--- src/rtl/ldpc_3gpp_enc_mm_ctrl_pkg.sv ---
// Shared encoder types used by the matrix-multiplier sequencer and its neighbours.
package ldpc_3gpp_enc_mm_ctrl_pkg;

   localparam int unsigned DatW   = 8;
   localparam int unsigned HbZcW  = 9;

   typedef logic [DatW-1:0]  dat_t;
   typedef logic [HbZcW-1:0] hb_zc_t;

   // One Hb matrix entry: circulant shift plus a flag for all-zero sub-blocks.
   typedef struct packed {
      logic   is_masked;
      hb_zc_t shift;
   } mm_hb_value_t;

   typedef struct packed {
      logic sof;
      logic sop;
      logic eop;
      logic eof;
   } strb_t;

endpackage

--- src/rtl/ldpc_3gpp_enc_mm_ctrl.sv ---
// Matrix-multiplier sequencer: loads one systematic block, then walks the job's Hb entries,
// issuing one read cycle per entry with sof/sop/eop/eof strobes for the parity accumulator.
// Optional macro LDPC_3GPP_ENC_MM_CTRL_PREFETCH_EN: the next Hb address is issued on the
// last read tick so read cycles run back-to-back without a FETCH tick between entries.
module ldpc_3gpp_enc_mm_ctrl
   import ldpc_3gpp_enc_mm_ctrl_pkg::*;
#(
   parameter int unsigned pWORD_W    = 8,
   parameter int unsigned pHB_ADDR_W = 8,
   parameter int unsigned pHB_NUM_W  = 8
) (
   input  logic                  iclk,
   input  logic                  ireset,
   input  logic                  iclkena,
   input  logic                  istart,
   input  logic [pWORD_W-1:0]    iword_num,
   input  logic [pHB_ADDR_W-1:0] ihb_base,
   input  logic [pHB_NUM_W-1:0]  ihb_num,
   input  logic                  ival,
   input  dat_t                  idat,
   output logic                  ordy,
   output logic [pHB_ADDR_W-1:0] ohb_addr,
   input  mm_hb_value_t          ihb,
   output logic                  owrite,
   output logic                  owstart,
   output dat_t                  owdat,
   output logic                  oread,
   output logic                  orstart,
   output logic                  orval,
   output mm_hb_value_t          orHb,
   output strb_t                 orstrb,
   output logic                  obusy,
   output logic                  odone
);

`ifdef LDPC_3GPP_ENC_MM_CTRL_PREFETCH_EN
   localparam bit PrefetchEn = 1'b1;
`else
   localparam bit PrefetchEn = 1'b0;
`endif

   localparam logic [pWORD_W-1:0]   WordOne = pWORD_W'(1);
   localparam logic [pHB_NUM_W-1:0] NumOne  = pHB_NUM_W'(1);

   typedef enum logic [2:0] {
      StIdle,
      StWrite,
      StFetch,
      StRead,
      StDone
   } state_e;

   state_e                state_q, state_d;
   logic [pWORD_W-1:0]    word_num_q, word_num_d;
   logic [pWORD_W-1:0]    word_cnt_q, word_cnt_d;
   logic [pHB_ADDR_W-1:0] hb_base_q, hb_base_d;
   logic [pHB_NUM_W-1:0]  hb_num_q, hb_num_d;
   logic [pHB_NUM_W-1:0]  entry_q, entry_d;
   mm_hb_value_t          hb_q, hb_d;

   logic accept;
   logic wr_last;
   logic rd_first;
   logic rd_last;
   logic entry_last;
   logic hb_none;
   logic prefetch;

   // Decoded conditions shared by the next-state, counter and output logic.
   always_comb begin
      accept     = (state_q == StWrite) && ival && iclkena;
      wr_last    = (word_cnt_q == (word_num_q - WordOne));
      rd_first   = (word_cnt_q == '0);
      // word_num_q is never 0, so the last read tick can never coincide with tick 0.
      rd_last    = (word_cnt_q == word_num_q);
      entry_last = (entry_q == (hb_num_q - NumOne));
      hb_none    = (hb_num_q == '0);
      prefetch   = PrefetchEn && (state_q == StRead) && rd_last && !entry_last;
   end

   // State register; everything freezes while iclkena is low.
   always_ff @(posedge iclk or posedge ireset) begin
      if (ireset) begin
         state_q <= StIdle;
      end else if (iclkena) begin
         state_q <= state_d;
      end
   end

   // Next-state logic.
   always_comb begin
      state_d = state_q;
      unique case (state_q)
         StIdle: begin
            if (istart) begin
               state_d = StWrite;
            end
         end
         StWrite: begin
            if (accept && wr_last) begin
               state_d = hb_none ? StDone : StFetch;
            end
         end
         StFetch: begin
            state_d = StRead;
         end
         StRead: begin
            if (rd_last) begin
               if (entry_last) begin
                  state_d = StDone;
               end else begin
                  state_d = PrefetchEn ? StRead : StFetch;
               end
            end
         end
         StDone: begin
            state_d = StIdle;
         end
         default: begin
            state_d = StIdle;
         end
      endcase
   end

   // Job parameters, word/tick counter, entry index and the held Hb value.
   always_ff @(posedge iclk or posedge ireset) begin
      if (ireset) begin
         word_num_q <= '0;
         word_cnt_q <= '0;
         hb_base_q  <= '0;
         hb_num_q   <= '0;
         entry_q    <= '0;
         hb_q       <= '0;
      end else if (iclkena) begin
         word_num_q <= word_num_d;
         word_cnt_q <= word_cnt_d;
         hb_base_q  <= hb_base_d;
         hb_num_q   <= hb_num_d;
         entry_q    <= entry_d;
         hb_q       <= hb_d;
      end
   end

   // Counter next-state; the word counter doubles as the read tick counter.
   always_comb begin
      word_num_d = word_num_q;
      word_cnt_d = word_cnt_q;
      hb_base_d  = hb_base_q;
      hb_num_d   = hb_num_q;
      entry_d    = entry_q;
      hb_d       = hb_q;
      unique case (state_q)
         StIdle: begin
            if (istart) begin
               word_num_d = (iword_num == '0) ? WordOne : iword_num;
               hb_base_d  = ihb_base;
               hb_num_d   = ihb_num;
               word_cnt_d = '0;
               entry_d    = '0;
            end
         end
         StWrite: begin
            if (accept) begin
               word_cnt_d = wr_last ? '0 : word_cnt_q + WordOne;
            end
         end
         StRead: begin
            if (rd_first) begin
               hb_d = ihb;
            end
            if (rd_last) begin
               word_cnt_d = '0;
               entry_d    = entry_q + NumOne;
            end else begin
               word_cnt_d = word_cnt_q + WordOne;
            end
         end
         StFetch, StDone: begin
         end
         default: begin
         end
      endcase
   end

   // Outputs; all of them are zero in IDLE so reset leaves every output low.
   always_comb begin
      ordy     = 1'b0;
      owrite   = 1'b0;
      owstart  = 1'b0;
      owdat    = '0;
      oread    = 1'b0;
      orstart  = 1'b0;
      orval    = 1'b0;
      orHb     = '0;
      orstrb   = '0;
      ohb_addr = '0;
      unique case (state_q)
         StWrite: begin
            ordy    = 1'b1;
            owrite  = accept;
            owstart = accept && (word_cnt_q == '0);
            owdat   = accept ? idat : '0;
         end
         StFetch: begin
            ohb_addr = hb_base_q + pHB_ADDR_W'(entry_q);
         end
         StRead: begin
            oread      = 1'b1;
            orstart    = rd_first;
            orval      = !rd_first;
            // ROM data is valid on tick 0 only; hold it for the rest of the read cycle.
            orHb       = rd_first ? ihb : hb_q;
            orstrb.sop = (word_cnt_q == WordOne);
            orstrb.eop = rd_last;
            orstrb.sof = orstrb.sop && (entry_q == '0);
            orstrb.eof = orstrb.eop && entry_last;
            ohb_addr   = hb_base_q + pHB_ADDR_W'(entry_q) + pHB_ADDR_W'(prefetch);
         end
         StIdle, StDone: begin
         end
         default: begin
         end
      endcase
      obusy = (state_q != StIdle);
      odone = (state_q == StDone);
   end

endmodule

--- config.mk ---
export PLATFORM = sky130hd
export DESIGN_NAME = ldpc_3gpp_enc_mm_ctrl
export DESIGN_NICKNAME = d
export VERILOG_FILES = /design/src/rtl/ldpc_3gpp_enc_mm_ctrl_pkg.sv /design/src/rtl/ldpc_3gpp_enc_mm_ctrl.sv
export SDC_FILE = /design/constraint.sdc
export NUM_CORES = 1
export LEC_CHECK = 0
export ABC_AREA = 1
export CAP_MARGIN = 10
export CORE_MARGIN = 3
export CORE_UTILIZATION = 42
export CTS_CLUSTER_SIZE = 28
export DETAILED_ROUTE_END_ITERATION = 16
export PLACE_DENSITY = 0.68
export REMOVE_ABC_BUFFERS = 1
export SLEW_MARGIN = 30
export SYNTH_ARGS = -nofsm -noshare
export SYNTH_HDL_FRONTEND = slang
export SYNTH_SLANG_ARGS = --single-unit
export TNS_END_PERCENT = 100
--- constraint.sdc ---
create_clock -name iclk -period 3 [get_ports iclk]
set_clock_uncertainty 0.2 [all_clocks]
set_input_delay 0.6 -clock iclk [delete_from_list [all_inputs] [get_ports iclk]]
set_output_delay 0.6 -clock iclk [all_outputs]
set_load 0.02 [all_outputs]
# Word-level counts from Yosys, hierarchy flattened

Index checks and enable logic that the tools add are counted.

Bits in registers: 53
Bits in latches: 0
RAM bits: 0
ROM bits: 0
Input bits: 47
Memories: 0

$add $sub $neg: 5
$mul: 0
Divide/modulo/power cells: 0
Magnitude comparators: 0
Equality and inequality tests: 12
Shifts and indexed selects: 0
Muxes and demuxes: 26
Bitwise logic cells: 0
Reductions and logical operators: 21

Operator list:

| kind                  | number |
|---|---|
| $mux W8               | 9 |
| $logic_not A8 Y1      | 4 |
| $eq A8 B8 Y1          | 3 |
| $pmux W8 S3           | 1 |
| $mux W10              | 2 |
| $add A8 B1 Y8 const B | 2 |
| $pmux W8 S2           | 1 |
| $sub A8 B1 Y8 const B | 2 |
| $mux W3               | 5 |
| $pmux W3 S4           | 1 |
| $reduce_and A4 Y1     | 3 |
| $add A8 B8 Y8         | 1 |
| $eq A8 B1 Y1 const B  | 1 |
| $eq A3 B2 Y1 const B  | 2 |
| $logic_and A1 B1 Y1   | 6 |
| $mux W1               | 6 |
| $ne A2 B2 Y1 const B  | 3 |
| $reduce_bool A3 Y1    | 2 |
| $mux W4               | 1 |
| $eq A3 B1 Y1 const B  | 1 |
| $eq A3 B3 Y1 const B  | 1 |
| $logic_not A3 Y1      | 1 |
| $reduce_and A3 Y1     | 1 |
| $ne A2 B1 Y1 const B  | 1 |
| other kinds (4)       | 4 |

# Logic depth before layout (Yosys ltp)

Gate-level depths: netlist of run 1.

Depth after elaboration: 6
Gate-level depth with buffers: 14
Depth with buffers taken out: 14

# Worst setup path before layout of run 1

Ideal clock, no wire load.

Path type: reg2out
Start: reg entry_q[0]
End: out ohb_addr[6]
Data arrival time: 1.812 ns
Setup slack: 0.388 ns
Stages on the path, launching flop included: 12
Cell sequence: dfrtp_1 > ha_1 > fa_1 > nand3_1 > nand2_1 > nand2_1 > inv_1 > nor2_1 > nor2_1 > nor2_1 > xor2_1 > nor2_1

Longest elaborated chain between the ends: 2

RTL lines:

| item                     | line                                                       | RTL |
|---|---|---|
| start: declaration       | ldpc_3gpp_enc_mm_ctrl.sv:58                                | `logic [pHB_NUM_W-1:0] entry_q, entry_d;` |
| start signal: assignment | ldpc_3gpp_enc_mm_ctrl.sv:139                               | `entry_q <= entry_d;` |
| $add A8 B8 Y8            | ldpc_3gpp_enc_mm_ctrl.sv:205, ldpc_3gpp_enc_mm_ctrl.sv:217 |  |
| $mux W8                  | --                                                         |  |
| end: declaration         | ldpc_3gpp_enc_mm_ctrl.sv:22                                | `output logic [pHB_ADDR_W-1:0] ohb_addr,` |

Every way passes these cells.

# Final worst setup path of run 1

Start: reg hb_base_q[0]
End: out ohb_addr[6]

Longest elaborated chain between the ends: 2

RTL lines:

| item                     | line                                                       | RTL |
|---|---|---|
| start: declaration       | ldpc_3gpp_enc_mm_ctrl.sv:56                                | `logic [pHB_ADDR_W-1:0] hb_base_q, hb_base_d;` |
| start signal: assignment | ldpc_3gpp_enc_mm_ctrl.sv:137                               | `hb_base_q <= hb_base_d;` |
| $add A8 B8 Y8            | ldpc_3gpp_enc_mm_ctrl.sv:205, ldpc_3gpp_enc_mm_ctrl.sv:217 |  |
| $mux W8                  | --                                                         |  |

Every way passes these cells.

==> flow_metrics.tcl, run 1 <==
set metrics [dict create \
    status "finished clean" \
    cts_root_buffer "clkbuf_8" \
    use_met2 0.342 \
    grt_overflow 0 \
    setup_viol 0 \
    p_leak_nw 2.66 \
    met3_usage 0.0248 \
    cts_buffer_depth 2 \
    relSlewSlack 0.639 \
    ant_nets 0 \
    grt_pass1_wl_microns 16200 \
    path_max_fanout 2 \
    dpl.hpwl_microns 7600 \
    ys_seq_elements 53 \
    reg2reg_slack_ns 0.77 \
    final_max_slew_viol_count 0 \
    fillCellCount 830 \
    synth_top_area_frac 0.348 \
    clock-sinks 53 \
    yosysMostFrequentCell "nand2_1" \
    wl_per_cell_microns 13.1 \
    place_congestion 0.891 \
    synth_area_leader_cell "dfrtp_1" \
    num_io_pins 85 \
    use_met1 0.247 \
    start_util 0.434 \
    vias 3638 \
    p_total_w 0.00395 \
    setup.worst_path.end_class "output port" \
    avgSynthCellArea_sq_um 7.17 \
    port_buffers 84 \
    drive_gt1_frac 0.147 \
    yosys-top-cells-area "dfrtp_1, nand2_1, nor2_1, inv_1, ha_1" \
    core_region_area_sq_um 8760 \
    powerDensity_nw_per_um2 786 \
    drt-pass1-iter-count 4 \
    die_h_microns 101 \
    area_delta_synth_final_pct 32.0 \
    hold_viol_final 0 \
    clk_latency_ns 0.31 \
    fin_nets 698 \
    grt_max_degree 29 \
    antenna_found_initial 0 \
    n_antenna_cell 0 \
    r2r_cells 9 \
    ys.flop_type "dfrtp_1" \
    cts_tree "yes" \
    drcViolationCount 0 \
    fin_util 0.573 \
    synthCells 531 \
    crit_arrival_ns 2.08 \
    yosysWarnings 0 \
    clkSlewWorstSetupHoldPaths_ns 0.09 \
    cp-start-kind "flip-flop" \
    rr_startpoint "word_cnt_q[2]$_DFFE_PP0P_" \
    synthArstFlopShare 1.00 \
    grt-busiest-layer "met2" \
    fmax_mhz 347 \
    hp-class "in2async" \
    hold_slack_ns 0.303 \
    die_x_microns 101 \
    ir_drop_mv 0.427 \
    ys_top_cells_by_count "nand2_1, nor2_1, inv_1, dfrtp_1, nand3_1" \
    final_area_sq_um 5020 \
    placed_area_sq_um 4910 \
    placementRows 34 \
    synth.distinct_cells 37 \
    synth_area_sq_um 3810 \
    cap_violations 0 \
    grt_pass1_vias 3587 \
    rsz0062_at_grt "yes" \
    totalWireLength_microns 9730 \
    dr.first_iter.drc_count 129 \
    yosysSeqAreaShare 0.348 \
    cts_buffers 5 \
    period_share 0.960 \
    die_area_sq_um 10200 \
    htreeDepth 2 \
    period_minus_slack_ns 2.88 \
    worst-slew-pin-transition_ns 0.541 \
    via_per_inst 4.90 \
    timing.rr.end "entry_q[2]$_DFFE_PP0P_" \
    synth_edf_count 0 \
    grt_usage 0.194 \
    fin_setup_tns_ns 0 \
    worst-setup-path-type "reg2out" \
    crit_required_ns 2.20 \
]
[area by class of cell]
type / count / area [sq um] / share of cell area
clock buffers: 5 / 68.8 / 0.0137
clock inverters: 1 / 5.00 / 0.000996
inverters: 76 / 287 / 0.0570
multi-input cells: 389 / 2170 / 0.433
flip-flops and latches: 53 / 1330 / 0.265
well taps: 108 / 135 / 0.0269
repair buffers: 110 / 1030 / 0.204
[cell families after synthesis]
logic type      count (synthesis)  share of synthesized area
simple gates                  282                      0.321
flops                          53                      0.348
compound gates                 45                     0.0670
buf+inv                        89                     0.0930
xor+xnor                       26                     0.0598
mux                            20                     0.0559
fa+ha+maj                      16                     0.0546
[state kept, by name, summed over array words and instances, names as in the netlist]
| register | flops |
|---|---|
| hb_num_q | 8 |
| entry_q | 8 |
| hb_q | 10 |
| hb_base_q | 8 |
| state_q | 3 |
| word_num_q | 8 |
| word_cnt_q | 8 |
[metal layers]
metal	share of wire	up-vias
li1	-	1880
met2	0.52	71
met1	0.43	1671
met3	0.030	16
met4	0.020	0
met5	0	-
[layout by cell type (no fill, tap or decap), drive strengths merged, types with 16 or more instances in the layout]
cell           instances
xor2                  19
nand3                 30
nand2                135
o21ai                 26
a21oi                 16
inv                   74
buf                   28
nor2                  87
dfrtp                 53
clkdlybuf4s50         54
[critical path: stages (launching register included)]
cell	delay, ns
dfrtp_1	0.39
ha_2	0.20
fa_2	0.34
nand3_1	0.07
nand2_1	0.07
nand2_1	0.06
inv_1	0.05
nor2_1	0.09
nor2_1	0.05
nor2_1	0.12
xor2_1	0.15
nor2_1	0.05
buf_2	0.15
[worst max-delay path by stage]
stage / startpoint / end / depth (start not counted)
floorplan: entry_q[0]$_DFFE_PP0P_ / ohb_addr[6] / 11
global placement: ival / owstart / 6
detailed placement: ival / owdat[4] / 6
CTS: hb_base_q[2]$_DFFE_PP0P_ / ohb_addr[5] / 10
global route: entry_q[0]$_DFFE_PP0P_ / ohb_addr[6] / 12
finish: hb_base_q[0]$_DFFE_PP0P_ / ohb_addr[6] / 12
[power by group]
part / total [W] / internal (W) / switching [W]
clock network: 0.000372 / 0.000154 / 0.000218
registers: 0.00123 / 0.000967 / 0.000260
logic: 0.00235 / 0.00100 / 0.00135
[timing repair]
action | CTS | global route
setup endpoints to repair | 28 | 19
hold buffers | 0 | 0
gates cloned | 0 | 0
gates resized for setup | 29 | 41
pin swaps | 1 | 4
buffers inserted | 1 | 0
[metrics by stage]
step | setup WS (ns) | std cells
final | 0.121 | 742
after global routing | -0.0341 | 742
after CTS | 0.0144 | 742
after detailed placement | -0.0880 | 735
after global placement | -0.0241 | 735
after floorplan | 0.388 | 518
No activity file was read; power rests on OpenSTA's default activity.
==> run 2: changes to the inputs <==
--- a/config.mk
+++ b/config.mk
@@ -6,6 +6,7 @@
 export NUM_CORES = 1
 export LEC_CHECK = 0
 export ABC_AREA = 1
+export ABC_CLOCK_PERIOD_IN_PS = 3000
 export CAP_MARGIN = 10
 export CORE_MARGIN = 3
 export CORE_UTILIZATION = 42
==> results of run 2 <==
Final layout, timing and power as in run 1 (identical DEF).
==> run 3: changes to the inputs <==
--- a/config.mk
+++ b/config.mk
@@ -8,13 +8,15 @@
 export ABC_AREA = 1
 export ABC_CLOCK_PERIOD_IN_PS = 3000
 export CAP_MARGIN = 10
+export CELL_PAD_IN_SITES_DETAIL_PLACEMENT = 1
+export CELL_PAD_IN_SITES_GLOBAL_PLACEMENT = 1
 export CORE_MARGIN = 3
-export CORE_UTILIZATION = 42
+export CORE_UTILIZATION = 36
 export CTS_CLUSTER_SIZE = 28
 export DETAILED_ROUTE_END_ITERATION = 16
-export PLACE_DENSITY = 0.68
+export PLACE_DENSITY_LB_ADDON = 0.1
 export REMOVE_ABC_BUFFERS = 1
-export SLEW_MARGIN = 30
+export SETUP_SLACK_MARGIN = 0.15
 export SYNTH_ARGS = -nofsm -noshare
 export SYNTH_HDL_FRONTEND = slang
 export SYNTH_SLANG_ARGS = --single-unit
==> run 3 against run 2 <==
Effect of this change:
- power is 11% higher
- via count is 5.1% higher
- combinational power is 15% higher
- register-to-register slack worse by 0.12 ns
- maximum frequency is 3.8% lower
- sequential share of layout area is 1.0 points lower
- largest cell class unchanged
- core utilization is 5.0 points lower
- sequential cell count stayed put
- final area is 4.6% higher
==> flow_metrics.tcl, run 3 (synthesis results as in run 1) <==
set metrics [dict create \
    status "finished clean" \
    ctsHoldBuffers 0 \
    setup_viol 0 \
    ant_nets 0 \
    regMostFlops "hb_q" \
    p_leak_nw 2.69 \
    grt_pass1_wl_microns 19600 \
    core_region_area_sq_um 10000 \
    n_antenna_cell 0 \
    htreeDepth 2 \
    wl_per_cell_microns 15.3 \
    hp-class "reg2reg" \
    powerDensity_nw_per_um2 831 \
    cts_buffers 5 \
    placed_area_sq_um 4970 \
    cp-start-kind "flip-flop" \
    ir_drop_mv 0.333 \
    final_cell_mix "nand2_1, nor2_1, inv_1, clkdlybuf4s50_1, dfrtp_1" \
    grt_usage 0.207 \
    area_delta_synth_final_pct 38.1 \
    place_congestion 0.805 \
    via_per_inst 4.88 \
    grt_overflow 0 \
    dr.first_iter.drc_count 120 \
    cap_violations 0 \
    period_share 0.997 \
    hold_viol_final 0 \
    fin_nets 712 \
    clkSlewWorstSetupHoldPaths_ns 0.11 \
    worst-setup-path-type "reg2out" \
    die_area_sq_um 11800 \
    grt_pass1_vias 4047 \
    largest_reg_flops 10 \
    fmax_mhz 334 \
    path_max_fanout 2 \
    fin_setup_tns_ns 0 \
    rsz0062_at_grt "yes" \
    vias 3824 \
    relSlewSlack 0.602 \
    period_minus_slack_ns 2.99 \
    grt_max_degree 54 \
    final_max_slew_viol_count 0 \
    cts_buffer_depth 2 \
    port_buffers 84 \
    clock-sinks 53 \
    layout_commonest_cell "nand2_1" \
    totalWireLength_microns 12000 \
    crit_arrival_ns 2.19 \
    placementRows 36 \
    crit_required_ns 2.20 \
    worst-slew-pin-transition_ns 0.596 \
    clk_latency_ns 0.32 \
    drcViolationCount 0 \
    drt-pass1-iter-count 4 \
    drive_gt1_frac 0.215 \
    setup.worst_path.end_class "output port" \
    die_x_microns 109 \
    cts_tree "yes" \
    num_io_pins 85 \
    antenna_found_initial 0 \
    cts_root_buffer "clkbuf_8" \
    start_util 0.379 \
    final_area_sq_um 5260 \
    die_h_microns 109 \
    dpl.hpwl_microns 9330 \
]
run 3: cell type report:
| type | count | area [sq um] |
|---|---|---|
| fill | 1266 | 4790 |
| sequential | 53 | 1340 |
| clock buffer | 6 | 72.6 |
| tap | 133 | 166 |
| clock inverter | 2 | 15.0 |
| timing repair buffer | 124 | 1100 |
| inverter | 76 | 287 |
| multi-input combinational | 389 | 2270 |
run 3: what timing repair did:
item | CTS | global route
resized for setup | 87 | 45
setup buffers | 8 | 5
setup endpoints to repair | 32 | 21
pin swaps | 2 | 11
run 3: final timing paths:
check                                           from                endpoint  slack (ns)  depth (start not counted)
max                           entry_q[0]$_DFFE_PP0P_             ohb_addr[6]       0.009                         12
min reg2reg                      hb_q[4]$_DFFE_PP0P_     hb_q[4]$_DFFE_PP0P_        0.32                          2
min                              hb_q[4]$_DFFE_PP0P_     hb_q[4]$_DFFE_PP0P_        0.32                          2
min in group asynchronous                     ireset     hb_q[9]$_DFFE_PP0P_        0.45                          3
max in group asynchronous                     ireset  state_q[1]$_DFFE_PP0P_        1.90                          3
max reg2reg                word_cnt_q[2]$_DFFE_PP0P_  entry_q[2]$_DFFE_PP0P_        0.65                         10
run 3: power by group:
group	internal (W)	total, W	switching, W
sequential	0.000970	0.00124	0.000274
clock	0.000165	0.000425	0.000259
combinational	0.00120	0.00270	0.00150
run 3: through the flow:
| step | hold WS, ns | worst slack [ns] | cells | util | power, W |
|---|---|---|---|---|---|
| 6_report | 0.319 | 0.00879 | 783 | 0.523 | 0.00437 |
| 5_1_grt | 0.348 | -0.165 | 783 | 0.523 | 0.00475 |
| 4_1_cts | 0.310 | -0.00623 | 778 | 0.514 | 0.00427 |
| 3_5_place_dp | 0.287 | -0.219 | 762 | 0.495 | 0.00366 |
| 3_3_place_gp | 0.267 | -0.124 | 762 | 0.495 | 0.00353 |
| 2_1_floorplan | 0.252 | 0.388 | 518 | - | 0.00270 |
run 3: metal layers:
layer  share of wire  GRT usage
met1            0.46      0.270
met4           0.010     0.0442
met3           0.042     0.0343
met2            0.49      0.363
met5               0          0
run 3: worst max-delay path, cell delays in order (launching register included):
cell	delay, ns
dfrtp_1	0.43
ha_4	0.19
fa_2	0.36
nand3_2	0.07
nand2_2	0.06
nand2_2	0.06
inv_2	0.04
nor2_2	0.10
nor2_1	0.05
nor2_1	0.13
xor2_1	0.16
nor2_1	0.06
buf_4	0.16
